--- src/rtl/systolic_pkg.sv ---
// Shared types and helpers for the systolic array result path.
// Holds the drain FSM state encoding and the row/column index width rule.
package systolic_pkg;

  typedef enum logic [2:0] {
    IDLE,
    WAIT,
    CAPTURE,
    STREAM,
    DONE
  } drain_state_t;

  // A 1x1 array still needs a one-bit index so port widths never collapse to zero.
  function automatic int idx_w(input int size);
    return (size <= 1) ? 1 : $clog2(size);
  endfunction

endpackage

--- src/rtl/drain_index_counter.sv ---
// Row-major 2-D index walker for the result drain.
// Steps the column on each advance, carries into the row, and flags the final element.
module drain_index_counter
  import systolic_pkg::*;
#(
  parameter int SIZE = 3
) (
  input  logic                    clock,
  input  logic                    reset,
  input  logic                    clear,
  input  logic                    advance,
  output logic [idx_w(SIZE)-1:0]  row,
  output logic [idx_w(SIZE)-1:0]  col,
  output logic                    wrap
);

  localparam int IW = idx_w(SIZE);
  localparam logic [IW-1:0] MAX_IDX = IW'(SIZE - 1);

  logic col_end;
  logic row_end;

  assign col_end = (col == MAX_IDX);
  assign row_end = (row == MAX_IDX);
  assign wrap    = advance && col_end && row_end;

  // Wrapping back to (0,0) after the last element leaves the counter ready for the next matrix.
  always_ff @(posedge clock or posedge reset) begin
    if (reset) begin
      row <= '0;
      col <= '0;
    end else if (clear) begin
      row <= '0;
      col <= '0;
    end else if (advance) begin
      if (col_end) begin
        col <= '0;
        row <= row_end ? '0 : row + 1'b1;
      end else begin
        col <= col + 1'b1;
      end
    end
  end

endmodule

--- src/rtl/systolic_result_drain.sv ---
// Waits out the array compute latency, snapshots the N x N result grid,
// then streams it row-major over a valid/ready interface.
module systolic_result_drain
  import systolic_pkg::*;
#(
  parameter int WIDTH          = 16,
  parameter int SIZE           = 3,
  parameter int COMPUTE_CYCLES = 3 * SIZE + 1
) (
  input  logic                    clock,
  input  logic                    reset,
  input  logic                    start,
  input  logic [WIDTH-1:0]        result [SIZE-1:0][SIZE-1:0],
  output logic [WIDTH-1:0]        out_data,
  output logic [idx_w(SIZE)-1:0]  out_row,
  output logic [idx_w(SIZE)-1:0]  out_col,
  output logic                    out_valid,
  input  logic                    out_ready,
  output logic                    out_last,
  output logic                    busy,
  output logic                    done
);

  localparam int IW = idx_w(SIZE);
  localparam int CW = (COMPUTE_CYCLES < 2) ? 1 : $clog2(COMPUTE_CYCLES + 1);
  localparam logic [CW-1:0] WAIT_LOAD = CW'(COMPUTE_CYCLES - 1);

  drain_state_t state;
  drain_state_t state_next;

  logic [CW-1:0]    wait_cnt;
  logic             cnt_load;
  logic             cnt_dec;
  logic             capture;
  logic             handshake;
  logic             last_wrap;
  logic [WIDTH-1:0] snapshot [SIZE-1:0][SIZE-1:0];

  assign handshake = out_valid && out_ready;

  drain_index_counter #(
    .SIZE (SIZE)
  ) u_index (
    .clock   (clock),
    .reset   (reset),
    .clear   (capture),
    .advance (handshake),
    .row     (out_row),
    .col     (out_col),
    .wrap    (last_wrap)
  );

  always_ff @(posedge clock or posedge reset) begin
    if (reset) begin
      state <= IDLE;
    end else begin
      state <= state_next;
    end
  end

  always_comb begin
    state_next = state;
    cnt_load   = 1'b0;
    cnt_dec    = 1'b0;
    capture    = 1'b0;
    out_valid  = 1'b0;
    busy       = 1'b1;
    done       = 1'b0;
    unique case (state)
      IDLE: begin
        busy = 1'b0;
        if (start) begin
          cnt_load   = 1'b1;
          state_next = WAIT;
        end
      end
      WAIT: begin
        if (wait_cnt == '0) begin
          state_next = CAPTURE;
        end else begin
          cnt_dec = 1'b1;
        end
      end
      CAPTURE: begin
        capture    = 1'b1;
        state_next = STREAM;
      end
      STREAM: begin
        out_valid = 1'b1;
        if (last_wrap) begin
          state_next = DONE;
        end
      end
      DONE: begin
        done       = 1'b1;
        state_next = IDLE;
      end
      default: begin
        state_next = IDLE;
      end
    endcase
  end

  always_ff @(posedge clock or posedge reset) begin
    if (reset) begin
      wait_cnt <= '0;
    end else if (cnt_load) begin
      wait_cnt <= WAIT_LOAD;
    end else if (cnt_dec) begin
      wait_cnt <= wait_cnt - 1'b1;
    end
  end

  // The grid is only sampled in CAPTURE, so array activity during STREAM cannot leak out.
  always_ff @(posedge clock or posedge reset) begin
    if (reset) begin
      for (int r = 0; r < SIZE; r++) begin
        for (int c = 0; c < SIZE; c++) begin
          snapshot[r][c] <= '0;
        end
      end
    end else if (capture) begin
      for (int r = 0; r < SIZE; r++) begin
        for (int c = 0; c < SIZE; c++) begin
          snapshot[r][c] <= result[r][c];
        end
      end
    end
  end

  assign out_data = out_valid ? snapshot[out_row][out_col] : '0;
  assign out_last = out_valid && (out_row == IW'(SIZE - 1)) && (out_col == IW'(SIZE - 1));

endmodule

--- config.mk ---
export PLATFORM = sky130hd
export DESIGN_NAME = systolic_result_drain
export DESIGN_NICKNAME = d
export VERILOG_FILES = /design/src/rtl/systolic_pkg.sv /design/src/rtl/drain_index_counter.sv /design/src/rtl/systolic_result_drain.sv
export SDC_FILE = /design/constraint.sdc
export NUM_CORES = 1
export LEC_CHECK = 0
export ABC_AREA = 1
export BUFFER_PORTS_ARGS = -buffer_cell sky130_fd_sc_hd__buf_4
export CAP_MARGIN = 25
export CORE_MARGIN = 2
export CORE_UTILIZATION = 29
export CTS_BUF_LIST = sky130_fd_sc_hd__clkbuf_4
export DETAILED_ROUTE_END_ITERATION = 10
export HOLD_SLACK_MARGIN = 0.08
export SLEW_MARGIN = 20
export SYNTH_ARGS = -nofsm -noshare
export SYNTH_HDL_FRONTEND = slang
export SYNTH_HIERARCHICAL = 1
export SYNTH_SLANG_ARGS = --single-unit
--- constraint.sdc ---
create_clock -name clock -period 5.1 [get_ports clock]
set_clock_uncertainty 0.05 [all_clocks]
set_input_delay 0.765 -clock clock [delete_from_list [all_inputs] [get_ports clock]]
set_output_delay 0.765 -clock clock [all_outputs]
set_load 0.05 [all_outputs]
== Yosys cells after proc, flatten, opt, wreduce, memory -nomap -nowiden ==
Index checks and enable logic that the tools add are counted.
Storage, ports and cells
  logic and storage cells: 65
  memory bits (read-only): 0
  bits in latches: 0
  register bits after elaboration: 155
  output and inout bits: 24
  RAM bits: 0
  memories: 0
Cells by class
  add/sub/neg operators: 3
  reductions and logical operators: 12
  bitwise gates (word level): 0
  order comparisons: 2
  shift-type cells: 0
  multiplexer cells: 26
  divide/modulo/power cells: 0
  eq/ne operators: 9
  multiply operators: 0
Operators by type and width (count)
  48-bit binary-select mux with 2-bit select: 1
  48-bit two-way mux: 1
  16-bit binary-select mux with 2-bit select: 1
  16-bit two-way mux: 2
  2-bit two-way mux: 7
  3-bit one-hot mux with 4 select lines: 1
  3-bit two-way mux: 3
  1-bit two-way mux: 8
  4-bit two-way mux: 2
  3-bit by 2-bit equality test with 1-bit output (second input constant): 2
  2-bit by 3-bit less-than comparator with 1-bit output (second input constant): 2
  2-bit inequality test (second input constant): 3
  2-bit nonzero test: 3
  1-bit logical AND: 5
  2-bit by 1-bit adder with 2-bit output (second input constant): 2
  2-bit equality test (second input constant): 2
  4-bit logical NOT: 1
  4-bit by 1-bit subtractor with 4-bit output (second input constant): 1
  3-bit by 1-bit equality test with 1-bit output (second input constant): 1
  3-bit equality test (second input constant): 1
  3-bit logical NOT: 1
  3-bit AND reduction: 1
  2-bit AND reduction: 1

== Longest topological paths before layout ==
Gate-level depths: netlist of run 1.
  depth in word-level cells: 7
  depth in mapped cells: 9
  depth with buffers taken out: 8

== Cells and area by module ==
Netlist of run 1, hierarchy kept.
By module, submodules not included
  systolic_result_drain: sequential area each 3778.6 um2, cells an instance 1044, area each 7704.9 um2, instances 1
  drain_index_counter: sequential area each 100.1 um2, cells an instance 26, area each 197.7 um2, instances 1

== Worst setup path after synthesis of run 1 ==
No wires, ideal clock.
  path kind: register to output
  start: register u_index.col[1]
  end: output port out_data[13]
  cell stages (with the launch flop): 8
  required time: 4.285 ns
  path slack: 2.106 ns
  buffers on the path: 1
  arrival time: 2.179 ns
  cells stage by stage: dfrtp_1 inv_2 nor3_4 buf_6 nand2_1 nand2_1 inv_1 a21oi_1
Between the ends
  word-level cells in the longest chain between the ends: 3
Ends and longest elaborated chain
  start: declaration: RTL line drain_index_counter.sv:13  | output logic [idx_w(SIZE)-1:0] col,
  start signal: assignment: RTL line drain_index_counter.sv:40  | col <= col + 1'b1;
  16-bit binary-select mux with 2-bit select: RTL line systolic_result_drain.sv:131  | assign out_data = out_valid ? snapshot[out_row][out_col] : '0;
  16-bit two-way mux (implied by the code): RTL line systolic_result_drain.sv:131
  16-bit two-way mux: RTL line systolic_result_drain.sv:131
  end: declaration: RTL line systolic_result_drain.sv:14  | output logic [WIDTH-1:0] out_data,
Every way passes these cells. The select of a mux whose other input is x is not followed.

== Worst setup path in the final report of run 1 ==
  start: register u_index.col[0]
  end: output port out_data[3]
The elaborated chain is that of the path after synthesis.

==> impl_results.md, run 1 <==
- Synth area leaders: dfrtp_1 (49%), nand2_1 (22%), inv_1 (6.1%), nand3_1 (4.9%), o21ai_0 (4.5%)
- Yosys warnings: 6
- PD cells: 590 nW/µm²
- Global Route Usage Sum: between 10% and 20%
- Top delay family on crit path: flip-flops
- Vias in the first global route: 7056
- # nets final: 1356
- Peak VDD IR: 0.000218 V
- Count leader, synth: nand2_1
- M1 GR Usage: 24.9%
- WP data arrival: 2920 ps
- Sequential area share after synthesis: 49.1%
- Main flop type after synthesis: dfrtp_1
- P_int: between 3 and 4 mW
- Critical Path, Cell by Cell: inv_1, nand2_1, inv_1, nand2_1, nand3_1, a21oi_1, buf_4
- Full die area: 28600 µm²
- Drt drc: 0
- Post-synth top cells: nand2_1 (459), dfrtp_1 (155), inv_1 (129)
- Comb power frac: 48.5%
- Synth area leader: dfrtp_1
- Reg-to-reg slack, setup: 2380 ps
- Leak: 5.10 nW
- Syn Nets: 1219
- Status: completed
- Placeable Area: roughly 27000 µm²
- Yosys top cell area share: 49.1%
- GRT Max-Usage Layer: met2
- Area delta synth->final: 21.2%
- First-pass GRT wire length: 38500 µm
- Total Wirelength: 24500 µm
- Fin. max-slew vios: 0
- CTS clk-pin slew, worst paths: 140 ps
- Die X: ~170 µm
- FP Rows: 60
- Tightest Pin Transition: 1000 ps
- Clock Sinks: ~160
- Worst hold path type: in -> reg
- Mapped Avg Cell Area: 7.39 µm²
- Starting DRT DRC Count: between 500 and 600
- Max stage delay on crit path: 940 ps
- CP endpoint kind: output pin
- Met2 Track Usage GR: between 20 and 30%
- M3 GR Usage: 3.39%
- Worst Path Class, Setup: reg -> out
- Initial antenna violation count: 1
- Synthesized flop and latch total: 155
- Post-synth EDFFs: 0
- Top Ports: 172
- Largest net degree at the start of global routing: 141
- Post-CTS sizing: 0
- Slew Limit Headroom: 32.9%
- Fin. Hold Viols: 0
- Worst Path Required: around 4300 ps
- # port buffers: 171
- DRT antenna net count: 0
- DR pass1 iterations: 5
- Number of max-cap violations: 0
- Inserted Clock Buffers: 17
- Final period util: about three quarters
- Postcts setup bufs: 0
- Initial core utilization: between 20% and 30%
- Placed instance area: 9270 µm²
- Fmax: between 200 and 300 MHz
- CP max-delay cell: dfrtp_1
- DPL Wire Length: 17600 µm
- Synth Instances: 1070
- Routed vias/inst: approximately 4.6
- # setup viols final: 0
- Setup crit start kind: register
- Switching Share: 46.6%
- Mapped cell area: between 7000 and 8000 µm²
- Fin crit period: 3740 ps
- TNS Setup: 0 ps
- Vias: 7170
- P_sw: between 2 and 3 mW
- Largest fanout on the critical path: 24
- Worst skew pair latency: about 560 ps
- Gr ovfl total: 0
- Layout cells sized above 1: 19.0%
- Synth cell types: 30
- DR WL/cell: around 16 µm
- Final Cell Area: 9580 µm²
- RSZ-0062 raised after global routing: no
- CTS tree: done
- Post-synth ARST share: 100%
- Buffers plus inverters on the worst setup path: 3
- Clock root buffer: clkbuf_4
- CTS Buffer Depth: 2
- Die height: around 170 µm
- H-tree levels: 4
- Clock power frac: 14.0%
- Reg power frac: around 38%
- # fillers: 2911
- Final Wtd Congestion: 0.811
worst register-to-register path, stage by stage (launching register included):
cell,delay [ps]
dfrtp_1,450
nor2_4,160
nand2_4,470
inv_6,930
buf_4,410
o21ai_0,120
state kept, by name (all words and copies together), names as in the netlist:
signal / count
wait_cnt: 4
u_index/col: 2
snapshot: 144
state: 3
u_index/row: 2
power by group through the flow:
stage                     Clock (mW)  Combinational, mW  Sequential [mW]
final                          0.791               2.74             2.12
after floorplan                    0               2.00             2.07
after global placement             0               2.73             2.13
after CTS                      0.822               2.78             2.12
after global routing           0.871               3.13             2.19
after detailed placement           0               2.77             2.15
timing repair:
action,CTS,global route
endpoints found under the hold margin,4,0
hold buffers,1,0
setup endpoints to repair,0,0
final cells by class:
cell class | instances | area [µm²] | share of cell area [%]
inverter | 134 | 523 | 5.46
sequential | 155 | 3880 | 40.5
clock buffer | 18 | 135 | 1.41
clock inverter | 12 | 151 | 1.58
tap | 341 | 427 | 4.45
timing repair buffer | 177 | 1340 | 14.0
multi-input combinational | 722 | 3110 | 32.5
antenna | 2 | 5.00 | 0.0523
final timing paths:
kind / cells past startpoint / end / start
setup / recovery: 7 / out_data[3] / u_index/col[0]
hold / removal: 3 / snapshot[25] / result[25]
setup reg to reg: 5 / snapshot[5] / state[0]
hold reg to reg: 2 / snapshot[90] / snapshot[90]
max in group asynchronous: 4 / snapshot[45] / reset
min in group asynchronous: 3 / u_index/col[0] / reset
cell families (layout without fill, tap and decap cells):
kind of cell    Yosys count  count (layout)  share of synthesized area (%)
compound gates          121             121                           7.71
xor+xnor                  1               1                          0.111
fa+ha+maj                 1               1                          0.158
buf+inv                 193             341                           11.5
flops                   155             155                           49.1
other cells               0               2                              0
simple gates            599             599                           31.4
placed cells by master, fill, tap and decap left out, drive strengths merged:
master / synthesis / final
xor2: 1 / 1
buf: 47 / 176
diode: 0 / 2
clkbuf: 12 / 18
nand2: 461 / 461
bufinv: 0 / 3
nand3: 88 / 88
nor3: 3 / 3
inv: 134 / 134
o21ai: 94 / 94
nor2: 44 / 44
o21a: 1 / 1
dfrtp: 155 / 155
o22ai: 1 / 1
clkinv: 0 / 7
dlygate4sd3: 0 / 1
nand3b: 1 / 1
or2: 2 / 2
clkinvlp: 0 / 2
a21oi: 25 / 25
ha: 1 / 1
layer usage:
metal  wire length [µm]  up-vias
met5                  0        -
met3               1390       34
met4                624        0
li1                   -     3540
met1              11500     3386
met2              11100      210
per-stage QoR:
step	total power [mW]	cells	hold slack [ps]	utilization, %	setup WS (ps)
floorplan	4.08	1070	399	-	220
global placement	4.87	1528	413	34.5	2000
detailed placement	4.92	1528	415	34.5	1890
CTS	5.73	1559	284	35.6	1260
global route	6.19	1561	293	35.6	1090
finish	5.65	1561	328	35.6	1360
(Power assumes the default switching activity.)
==> inputs of run 2 (changes only) <==
==> constraint.sdc (replaced) <==
create_clock -name clock -period 3.85 [get_ports clock]
set_clock_uncertainty 0.05 [all_clocks]
set_input_delay 0.5775 -clock clock [delete_from_list [all_inputs] [get_ports clock]]
set_output_delay 0.5775 -clock clock [all_outputs]
set_load 0.05 [all_outputs]
==> impl_results.md, run 2 (synthesis gave the netlist of run 1 again) <==
- Fin crit period: 3460 ps
- Top delay family on crit path: buffers and inverters
- Tot Pwr: approximately 7.6 mW
- Final period util: 89.8%
- Max stage delay on crit path: slightly above 700 ps
- Vias in the first global route: 6829
- Clock root buffer: clkbuf_4
- Leading cell type in the layout, fill and taps excluded: nand2_1
- Slew Limit Headroom: between 30% and 40%
- Fin. max-slew vios: 0
- Status: completed
- TNS Setup: 0 ps
- CTS Buffer Depth: 2
- DR WL/cell: between 15 and 20 µm
- Max reg flops: 144
- Setup crit start kind: register
- FP Rows: 60
- Biggest registers after layout: snapshot: 144 flops, wait_cnt: 4 flops, state: 3 flops
- Worst Path Class, Setup: reg -> out
- Die height: around 170 µm
- Global Route Usage Sum: 17.7%
- Number of max-cap violations: 0
- Die X: 169 µm
- Inserted Clock Buffers: 17
- First-pass GRT wire length: 38400 µm
- Initial antenna violation count: 2
- Layout cells sized above 1: between 10% and 20%
- Total Wirelength: 24900 µm
- Commonest cells after routing, fill and taps aside: nand2_1 (459), buf_4 (181), dfrtp_1 (153), inv_1 (128), nand3_1 (78)
- Leak: 5.15 nW
- Fin. Hold Viols: 0
- Largest net degree at the start of global routing: 130
- # setup viols final: 0
- DRT antenna net count: 0
- Worst skew pair latency: 580 ps
- DPL Wire Length: approximately 18000 µm
- Routed vias/inst: 4.49
- Clock Sinks: 155
- RSZ-0062 raised after global routing: no
- Biggest register: snapshot
- Worst Path Required: 3220 ps
- CTS clk-pin slew, worst paths: ~150 ps
- Peak VDD IR: 0.000426 V
- # port buffers: around 170
- DR pass1 iterations: 5
- H-tree levels: 4
- Tightest Pin Transition: between 900 and 1000 ps
- PD cells: 786 nW/µm²
- Largest fanout on the critical path: 52
- CP endpoint kind: output pin
- Area delta synth->final: 22.4%
- Initial core utilization: 29.4%
- Gr ovfl total: 0
- Fmax: about 290 MHz
- Final Wtd Congestion: 0.792
- CP max-delay cell: inv_2
- CTS tree: done
- Drt drc: 0
- # nets final: 1364
- WP data arrival: approximately 2800 ps
- Top Ports: 172
- Placeable Area: 26900 µm²
- Buffers plus inverters on the worst setup path: 3
- Vias: 7056
- Starting DRT DRC Count: 655
- Worst hold path type: in -> reg
- Full die area: 28600 µm²
- Critical Path, Cell by Cell: inv_2, nand3_1, nand2_1, inv_1, nand2_1, nand3_1, a21oi_1, buf_4
-- run 2: area by class of cell --
| class | instances | area, µm² |
|---|---|---|
| clock inverters | 13 | 176 |
| diodes | 2 | 5.00 |
| flip-flops and latches | 155 | 3880 |
| inverters | 134 | 519 |
| multi-input cells | 722 | 3110 |
| clock buffers | 19 | 143 |
| well taps | 341 | 427 |
| repair buffers | 185 | 1410 |
| fillers | 2917 | 17200 |
-- run 2: worst paths after layout --
kind / slack (ps) / from / cells after the start / endpoint
worst max-delay path: 390 / u_index/row[0] / 8 / out_data[2]
worst min-delay path: 140 / result[26] / 3 / snapshot[26]
worst max register to register: 1720 / state[0] / 6 / snapshot[133]
worst min register to register: 440 / snapshot[30] / 2 / snapshot[30]
max in group asynchronous: 2300 / reset / 4 / snapshot[108]
min in group asynchronous: 400 / reset / 3 / u_index/col[1]
-- run 2: per-stage QoR --
step / area (µm²) / hold WS (ps) / cells / utilization (%) / setup slack, ps
after global placement: 9320 / 413 / 1534 / 34.7 / 1030
after global routing: 9670 / 83.9 / 1571 / 36.0 / 179
after CTS: 9670 / 80.9 / 1569 / 36.0 / 351
after floorplan: 7910 / 294 / 1070 / - / 1040
after detailed placement: 9320 / 416 / 1534 / 34.7 / 1040
final: 9670 / 138 / 1571 / 36.0 / 394
-- run 2: layer usage --
layer  track usage (%)  vias to the layer above  part of all wire (%)  routed length [µm]
li1                  -                     3557                     -                   -
met4              5.24                        2                   1.7                 428
met1              24.8                     3257                    47               11700
met2              27.7                      212                    46               11300
met3              3.58                       28                   5.4                1350
met5                 0                        -                 0.040                  10
-- run 2: repair_timing --
| action | CTS | global route |
|---|---|---|
| resized for setup | 0 | 0 |
| buffers inserted | 0 | 0 |
| hold buffers | 3 | 0 |
| setup endpoints to repair | 0 | 0 |
| endpoints found under the hold margin | 15 | 0 |
-- run 2: where the power goes --
| group | internal (mW) | total [mW] | switching [mW] | leakage [nW] |
|---|---|---|---|---|
| Clock | 0.524 | 1.14 | 0.617 | 0.170 |
| Sequential | 2.42 | 2.79 | 0.367 | 1.91 |
| Combinational | 1.15 | 3.67 | 2.53 | 3.08 |
-- run 2: worst reg2reg max path, cell delays in order, from the launching register on --
cell,delay [ps]
dfrtp_1,460
nor2_4,180
nand2_4,80
inv_6,580
buf_12,420
nand2_1,180
o21ai_0,100
